## config.mk

```make
export PLATFORM = sky130hd
export DESIGN_NAME = riscv_fetch_flat
export DESIGN_NICKNAME = d
export VERILOG_FILES = /design/src/rtl/riscv_fetch_if.sv /design/src/rtl/riscv_fetch.sv /design/src/flat_wrapper.sv
export SDC_FILE = /design/constraint.sdc
export NUM_CORES = 1
export LEC_CHECK = 0
export CORE_ASPECT_RATIO = 1.2
export CORE_MARGIN = 2
export CORE_UTILIZATION = 30
export CTS_CLUSTER_SIZE = 25
export DETAILED_ROUTE_END_ITERATION = 8
export DONT_BUFFER_PORTS = 1
export GPL_ROUTABILITY_DRIVEN = 1
export REMOVE_ABC_BUFFERS = 1
export SETUP_SLACK_MARGIN = 0.3
export SKIP_CTS_REPAIR_TIMING = 1
export SLEW_MARGIN = 20
export SYNTH_ARGS = -nofsm -noshare
export SYNTH_HDL_FRONTEND = slang
export SYNTH_SLANG_ARGS = --single-unit
```

## constraint.sdc

```tcl
create_clock -name i_clk -period 6.2 [get_ports i_clk]
set_clock_uncertainty 0.2 [all_clocks]
set_input_delay 0.62 -clock i_clk [delete_from_list [all_inputs] [get_ports i_clk]]
set_output_delay 0.62 -clock i_clk [all_outputs]
set_load 0.02 [all_outputs]
```

## src/rtl/riscv_fetch_if.sv

```systemverilog
// Fetch-unit signal bundle: execute-stage redirect, instruction-memory port and decode handshake.
// The master modport is the fetch unit; the slave modport is its environment.
`ifndef XLEN
`define XLEN 32
`endif
`ifndef SRC_PC_PC_4
`define SRC_PC_PC_4   2'b00
`define SRC_PC_PC_IMM 2'b01
`define SRC_PC_RS_IMM 2'b10
`endif

interface riscv_fetch_if;
  logic              i_redir_valid;
  logic [1:0]        i_redir_src_pc;
  logic [`XLEN-1:0]  i_redir_pc;
  logic [`XLEN-1:0]  i_redir_imm;
  logic [`XLEN-1:0]  i_redir_rs1;
  logic              o_imem_req;
  logic [`XLEN-1:0]  o_imem_addr;
  logic              i_imem_ack;
  logic [31:0]       i_imem_rdata;
  logic              o_inst_valid;
  logic [31:0]       o_inst;
  logic [`XLEN-1:0]  o_inst_pc;
  logic              i_inst_ready;
  logic              o_misalign_err;

  modport master (
    input  i_redir_valid, i_redir_src_pc, i_redir_pc, i_redir_imm, i_redir_rs1,
    input  i_imem_ack, i_imem_rdata, i_inst_ready,
    output o_imem_req, o_imem_addr, o_inst_valid, o_inst, o_inst_pc, o_misalign_err
  );

  modport slave (
    output i_redir_valid, i_redir_src_pc, i_redir_pc, i_redir_imm, i_redir_rs1,
    output i_imem_ack, i_imem_rdata, i_inst_ready,
    input  o_imem_req, o_imem_addr, o_inst_valid, o_inst, o_inst_pc, o_misalign_err
  );
endinterface

```

## src/rtl/riscv_fetch.sv

```systemverilog
// RV32I PC generation / fetch, single outstanding imem request; RISCV_FETCH_MISALIGN_CHK_EN adds S_ERR trap.
// Latency: first request 1 cycle after reset release, instruction valid 1 cycle after ack (1 instr / 2 cycles).
// Backpressure: holds the buffered instruction while i_inst_ready=0; a redirect always wins over ready.
`ifndef XLEN
`define XLEN 32
`endif
`ifndef SRC_PC_PC_4
`define SRC_PC_PC_4   2'b00
`define SRC_PC_PC_IMM 2'b01
`define SRC_PC_RS_IMM 2'b10
`endif

module riscv_fetch #(
  parameter logic [`XLEN-1:0] RESET_PC = 32'h0000_0000
) (
  input  logic          i_clk,
  input  logic          i_rstn,
  riscv_fetch_if.master bus
);

  typedef enum logic [2:0] {
    S_BOOT,
    S_REQ,
    S_FLUSH,
    S_VALID
`ifdef RISCV_FETCH_MISALIGN_CHK_EN
    , S_ERR
`endif
  } state_t;

  localparam logic [31:0] NOP = 32'h0000_0013;

  state_t           state_q, state_d;
  logic [`XLEN-1:0] pc_q, pc_d;
  logic [`XLEN-1:0] tgt_q, tgt_d;
  logic [31:0]      inst_q, inst_d;
  logic [`XLEN-1:0] inst_pc_q, inst_pc_d;

  logic             redir_take;
  logic             is_rs;
  logic [`XLEN-1:0] target;
  logic [`XLEN-1:0] flush_tgt;
  state_t           jump_state;
  state_t           flush_state;

  always_comb begin
    is_rs      = (bus.i_redir_src_pc == `SRC_PC_RS_IMM);
    redir_take = bus.i_redir_valid &&
                 ((bus.i_redir_src_pc == `SRC_PC_PC_IMM) || is_rs);
    target     = (is_rs ? bus.i_redir_rs1 : bus.i_redir_pc) + bus.i_redir_imm;
    if (is_rs) begin
      target[0] = 1'b0;
    end
`ifndef RISCV_FETCH_MISALIGN_CHK_EN
    target[1:0] = 2'b00;
`endif
    // In S_FLUSH a redirect arriving with the ack still takes precedence.
    flush_tgt = redir_take ? target : tgt_q;
`ifdef RISCV_FETCH_MISALIGN_CHK_EN
    jump_state  = target[1]    ? S_ERR : S_REQ;
    flush_state = flush_tgt[1] ? S_ERR : S_REQ;
`else
    jump_state  = S_REQ;
    flush_state = S_REQ;
`endif
  end

  always_comb begin
    state_d   = state_q;
    pc_d      = pc_q;
    tgt_d     = tgt_q;
    inst_d    = inst_q;
    inst_pc_d = inst_pc_q;
    case (state_q)
      S_BOOT: begin
        state_d = S_REQ;
      end
      S_REQ: begin
        if (bus.i_imem_ack) begin
          if (redir_take) begin
            pc_d    = target;
            state_d = jump_state;
          end else begin
            inst_d    = bus.i_imem_rdata;
            inst_pc_d = pc_q;
            state_d   = S_VALID;
          end
        end else if (redir_take) begin
          tgt_d   = target;
          state_d = S_FLUSH;
        end
      end
      S_FLUSH: begin
        if (redir_take) begin
          tgt_d = target;
        end
        if (bus.i_imem_ack) begin
          pc_d    = flush_tgt;
          state_d = flush_state;
        end
      end
      S_VALID: begin
        if (redir_take) begin
          pc_d    = target;
          state_d = jump_state;
        end else if (bus.i_inst_ready) begin
          pc_d    = pc_q + `XLEN'(4);
          state_d = S_REQ;
        end
      end
`ifdef RISCV_FETCH_MISALIGN_CHK_EN
      S_ERR: begin
        if (redir_take) begin
          pc_d    = target;
          state_d = jump_state;
        end
      end
`endif
      default: begin
        state_d = S_BOOT;
      end
    endcase
  end

  always_ff @(posedge i_clk or negedge i_rstn) begin
    if (!i_rstn) begin
      state_q   <= S_BOOT;
      pc_q      <= RESET_PC;
      tgt_q     <= RESET_PC;
      inst_q    <= NOP;
      inst_pc_q <= RESET_PC;
    end else begin
      state_q   <= state_d;
      pc_q      <= pc_d;
      tgt_q     <= tgt_d;
      inst_q    <= inst_d;
      inst_pc_q <= inst_pc_d;
    end
  end

  assign bus.o_imem_req   = (state_q == S_REQ) || (state_q == S_FLUSH);
  assign bus.o_imem_addr  = pc_q;
  assign bus.o_inst_valid = (state_q == S_VALID);
  assign bus.o_inst       = inst_q;
  assign bus.o_inst_pc    = inst_pc_q;
`ifdef RISCV_FETCH_MISALIGN_CHK_EN
  // S_ERR is only entered on a misaligned target and only left on an aligned one.
  assign bus.o_misalign_err = (state_q == S_ERR);
`else
  assign bus.o_misalign_err = 1'b0;
`endif

endmodule

```

## src/flat_wrapper.sv

```systemverilog
// flat-port wrapper written by rule: the top's interface ports become plain ports
module riscv_fetch_flat 
#(
  parameter logic [`XLEN-1:0] RESET_PC = 32'h0000_0000
)
  (i_clk, i_rstn, bus_i_redir_valid, bus_i_redir_src_pc, bus_i_redir_pc, bus_i_redir_imm, bus_i_redir_rs1, bus_i_imem_ack, bus_i_imem_rdata, bus_i_inst_ready, bus_o_imem_req, bus_o_imem_addr, bus_o_inst_valid, bus_o_inst, bus_o_inst_pc, bus_o_misalign_err);
  riscv_fetch_if bus_i ();
  input  logic i_clk;
  input  logic i_rstn;
  input wire logic [$bits(bus_i.i_redir_valid)-1:0] bus_i_redir_valid;
  input wire logic [$bits(bus_i.i_redir_src_pc)-1:0] bus_i_redir_src_pc;
  input wire logic [$bits(bus_i.i_redir_pc)-1:0] bus_i_redir_pc;
  input wire logic [$bits(bus_i.i_redir_imm)-1:0] bus_i_redir_imm;
  input wire logic [$bits(bus_i.i_redir_rs1)-1:0] bus_i_redir_rs1;
  input wire logic [$bits(bus_i.i_imem_ack)-1:0] bus_i_imem_ack;
  input wire logic [$bits(bus_i.i_imem_rdata)-1:0] bus_i_imem_rdata;
  input wire logic [$bits(bus_i.i_inst_ready)-1:0] bus_i_inst_ready;
  output wire logic [$bits(bus_i.o_imem_req)-1:0] bus_o_imem_req;
  output wire logic [$bits(bus_i.o_imem_addr)-1:0] bus_o_imem_addr;
  output wire logic [$bits(bus_i.o_inst_valid)-1:0] bus_o_inst_valid;
  output wire logic [$bits(bus_i.o_inst)-1:0] bus_o_inst;
  output wire logic [$bits(bus_i.o_inst_pc)-1:0] bus_o_inst_pc;
  output wire logic [$bits(bus_i.o_misalign_err)-1:0] bus_o_misalign_err;
  assign bus_i.i_redir_valid = bus_i_redir_valid;
  assign bus_i.i_redir_src_pc = bus_i_redir_src_pc;
  assign bus_i.i_redir_pc = bus_i_redir_pc;
  assign bus_i.i_redir_imm = bus_i_redir_imm;
  assign bus_i.i_redir_rs1 = bus_i_redir_rs1;
  assign bus_i.i_imem_ack = bus_i_imem_ack;
  assign bus_i.i_imem_rdata = bus_i_imem_rdata;
  assign bus_i.i_inst_ready = bus_i_inst_ready;
  assign bus_o_imem_req = bus_i.o_imem_req;
  assign bus_o_imem_addr = bus_i.o_imem_addr;
  assign bus_o_inst_valid = bus_i.o_inst_valid;
  assign bus_o_inst = bus_i.o_inst;
  assign bus_o_inst_pc = bus_i.o_inst_pc;
  assign bus_o_misalign_err = bus_i.o_misalign_err;
  riscv_fetch #(.RESET_PC(RESET_PC)) u_core (.i_clk(i_clk), .i_rstn(i_rstn), .bus(bus_i));
endmodule
```

==> flow_metrics.py <==
metrics = {
    "drt": {
        "drt-total-wl_um": 21780,
        "via_per_inst": 5.280,
        "first_iter_violations": 303,
        "wl_per_cell_um": 18.82,
        "drc_errors": 0,
        "vias": 6109,
        "drt-pass1-iter-count": 5,
        "ant_nets": 0,
    },
    "setup_path": {
        "path_cells": "inv_1 -> ha_2 -> mux2_2 -> ha_1 -> a21oi_1 -> o21ai_0 -> a211oi_1 -> a211oi_1 -> a211oi_1 -> o21bai_1 -> xnor2_1 -> o31ai_1",
        "crit_cells": 12,
        "cp-startpoint": "bus_i_redir_src_pc[0]",
        "start_kind": "primary input",
        "reg2reg_depth": 9,
        "timing.rr.start": "u_core.state_q[0]",
        "slowest_delay_ps": 720,
        "critPathCaptureType": "flip-flop",
        "critical-path-top-delay-family": "compound AO/OA/AOI/OAI gates",
        "cp_num_buf_inv": 1,
        "cp_max_fo": 32,
        "cpMostUsedCell": "a211oi_1",
        "crit_required_ps": 6340,
        "crit_type": "in -> reg",
        "arrival_ps": 4350,
        "critical_path.slowest_cell": "ha_2",
    },
    "logic_synthesis": {
        "ys_warn_count": 0,
        "syn_area_mm2": 0.008024,
        "yosys-top-cells-count": "127 x dfrtp_1, 113 x nand2_1, 97 x mux2_2, 54 x o21ai_0",
        "postSynth.asyncResetShare_pct": 100.0,
        "yosys.area.top_type": "dfrtp_1",
        "yosysMostFrequentCell": "dfrtp_1",
        "synth_top_area_share_pct": 39.61,
        "synth_area_leaders": "dfrtp_1 40%, mux2_2 14%, ha_1 6.2%, nand2_1 5.3%, xnor2_1 3.7%",
        "ys_ff_latch": 130,
        "syn_area_per_cell_um2": 9.773,
        "synth_edf_count": 0,
        "yosysUniqueCellTypes": 64,
        "netlist_instances": 821,
        "seq_area_frac_synth_pct": 40.59,
        "synthFlopType": "dfrtp_1",
    },
    "finish": {
        "drive_gt1_share_pct": 19.95,
        "multi_input_comb_area_mm2": 0.004573,
        "syn_to_final_growth_pct": 13.68,
        "fillers": 2653,
        "final_cells": 1157,
        "diodes": 0,
        "finalNetCount": 984,
        "regArea_mm2": 0.003257,
    },
    "timing": {
        "tightest_slew_ps": 996.0,
        "period_share_pct": 67.95,
        "rsz0062_at_grt": "no",
        "whs_ps": -28.12,
        "hold_viol": 48,
        "setup_viol": 0,
        "setup_tns_ps": 0,
        "final_max_slew_viol_count": 0,
        "setup_ws_ps": 1987,
        "fmax_mhz": 237.4,
        "slew_headroom_pct": 33.53,
        "fin_crit_ps": 4213,
    },
    "floorplanning": {
        "rows": 65,
        "start_util_pct": 30.55,
        "dieWidth_um": 153.3,
        "core_mm2": 0.02627,
        "die_h_um": 183.2,
        "dieArea_mm2": 0.02808,
        "io_pins": 234,
    },
    "global_routing": {
        "use_met2_pct": 25.98,
        "grt_max_degree": 131,
        "grt_pass1_vias": 5888,
        "top_usage_layer": "met2",
        "grt_overflow": 0,
        "antenna_found_initial": 0,
        "grt_pass1_wl_um": 33780,
        "track_usage_pct": 15.48,
        "grt_util_met1_pct": 19.44,
        "grt_use_met3_pct": 2.906,
    },
    "clock_tree": {
        "clkTransAtPathRegs_ps": 60,
        "cts_max_path_buffers": 2,
        "cts_htree_levels": 4,
        "clk_latency_ps": 430,
        "clock_sinks": 130,
        "numCtsBuffers": 17,
        "cts_tree": "yes",
        "cts_root_buf": "clkbuf_16",
    },
    "placed_design": {
        "io_buffers": 0,
        "dp.cells": 1124,
        "post-dp-hpwl_um": 16090,
        "place_ws_ps": 1494,
        "finalWeightedCongestion": 0.8518,
    },
    "worst_hold_path": {
        "hold_path_class": "in -> async",
    },
    "power": {
        "p_leak_nw": 3.816,
        "cellPowerDensity_mw_per_mm2": 520.0,
        "ir_drop_v": 0.0002064,
        "power_w": 0.004743,
    },
    "run_status": {
        "outcome": "finished with violations",
        "violations": "negative hold slack",
    },
    "job": {
        "cap_violations": 0,
    },
}
## metrics by stage
stage | cell area (µm²) | utilization (%)
final | 9121 | 34.72
after global routing | 9121 | 34.72
after CTS | 9094 | 34.62
after detailed placement | 8362 | 31.83
after global placement | 8362 | 31.83
after floorplan | 7865 | -
## placed cells by master, fill, tap and decap left out, types with 3 or more instances in the layout
| master | netlist | routed |
|---|---|---|
| a21o_1 | 14 | 14 |
| inv_1 | 14 | 14 |
| a31oi_1 | 6 | 6 |
| nand4_1 | 12 | 12 |
| buf_4 | 2 | 8 |
| a211oi_1 | 4 | 4 |
| nand3_1 | 26 | 26 |
| a221o_1 | 3 | 3 |
| nand2_1 | 113 | 113 |
| o211ai_1 | 7 | 7 |
| o31ai_1 | 3 | 3 |
| mux2_2 | 97 | 97 |
| o21ai_0 | 54 | 54 |
| dfstp_2 | 3 | 3 |
| a21oi_1 | 52 | 52 |
| nor2b_1 | 5 | 5 |
| o21bai_1 | 5 | 5 |
| clkinv_4 | 0 | 3 |
| and4_1 | 4 | 4 |
| or3_1 | 5 | 5 |
| a222oi_1 | 3 | 3 |
| xnor2_1 | 34 | 34 |
| o21a_1 | 7 | 7 |
| xor2_1 | 13 | 13 |
| dfrtp_1 | 127 | 127 |
| a22oi_1 | 10 | 10 |
| clkbuf_16 | 0 | 17 |
| bufinv_16 | 0 | 8 |
| nor2_1 | 52 | 48 |
| and3_1 | 11 | 11 |
| and2_1 | 5 | 5 |
| a221oi_1 | 5 | 5 |
| ha_1 | 40 | 39 |
| nor3_1 | 7 | 7 |
| nor2_2 | 0 | 3 |
## state kept, by name, summed over array words and instances (netlist names)
register                count
u_core.bus.o_inst          32
u_core.state_q              2
u_core.bus.o_inst_pc       32
u_core.tgt_q               32
u_core.bus.o_imem_addr     32
## routing by layer
| layer | wire, µm | share of wire, % |
|---|---|---|
| met5 | 0 | 0 |
| met4 | 461 | 2.1 |
| met3 | 1215 | 5.6 |
| met2 | 10820 | 50 |
| met1 | 9283 | 43 |
## layout make-up
type	instances	area share [%]
clock inverters	13	3.059
flip-flops and latches	130	35.71
multi-input cells	637	50.14
repair buffers	9	0.9602
clock buffers	19	4.966
well taps	335	4.595
inverters	14	0.5761
## final timing paths
path	to	slack, ps
hold / removal	u_core.tgt_q[5]	-30
hold reg to reg	u_core.tgt_q[9]	270
setup / recovery	u_core.bus.o_imem_addr[25]	1990
setup reg to reg	u_core.bus.o_imem_addr[24]	2840
max in group asynchronous	u_core.bus.o_inst[18]	5330
min in group i_clk	u_core.bus.o_inst[19]	140
## kinds of logic (layout without fill, tap and decap cells)
family | count (synthesis) | after routing | share of synthesized area (%)
AOI/OAI and AO/OA | 201 | 201 | 17.04
xor gates and xnor gates | 47 | 47 | 5.130
adders and majority gates | 40 | 40 | 6.237
buffers and inverters | 54 | 55 | 2.635
DFF | 130 | 130 | 40.59
muxes | 101 | 101 | 14.33
other | 1 | 1 | 0.04674
and+or+nand+nor | 247 | 247 | 13.99
## power breakdown
group / internal (W) / switching (W)
Combinational: 0.000656 / 0.000791
Sequential: 0.00125 / 0.000792
Clock: 0.000858 / 0.000394
(Power assumes the default switching activity.)
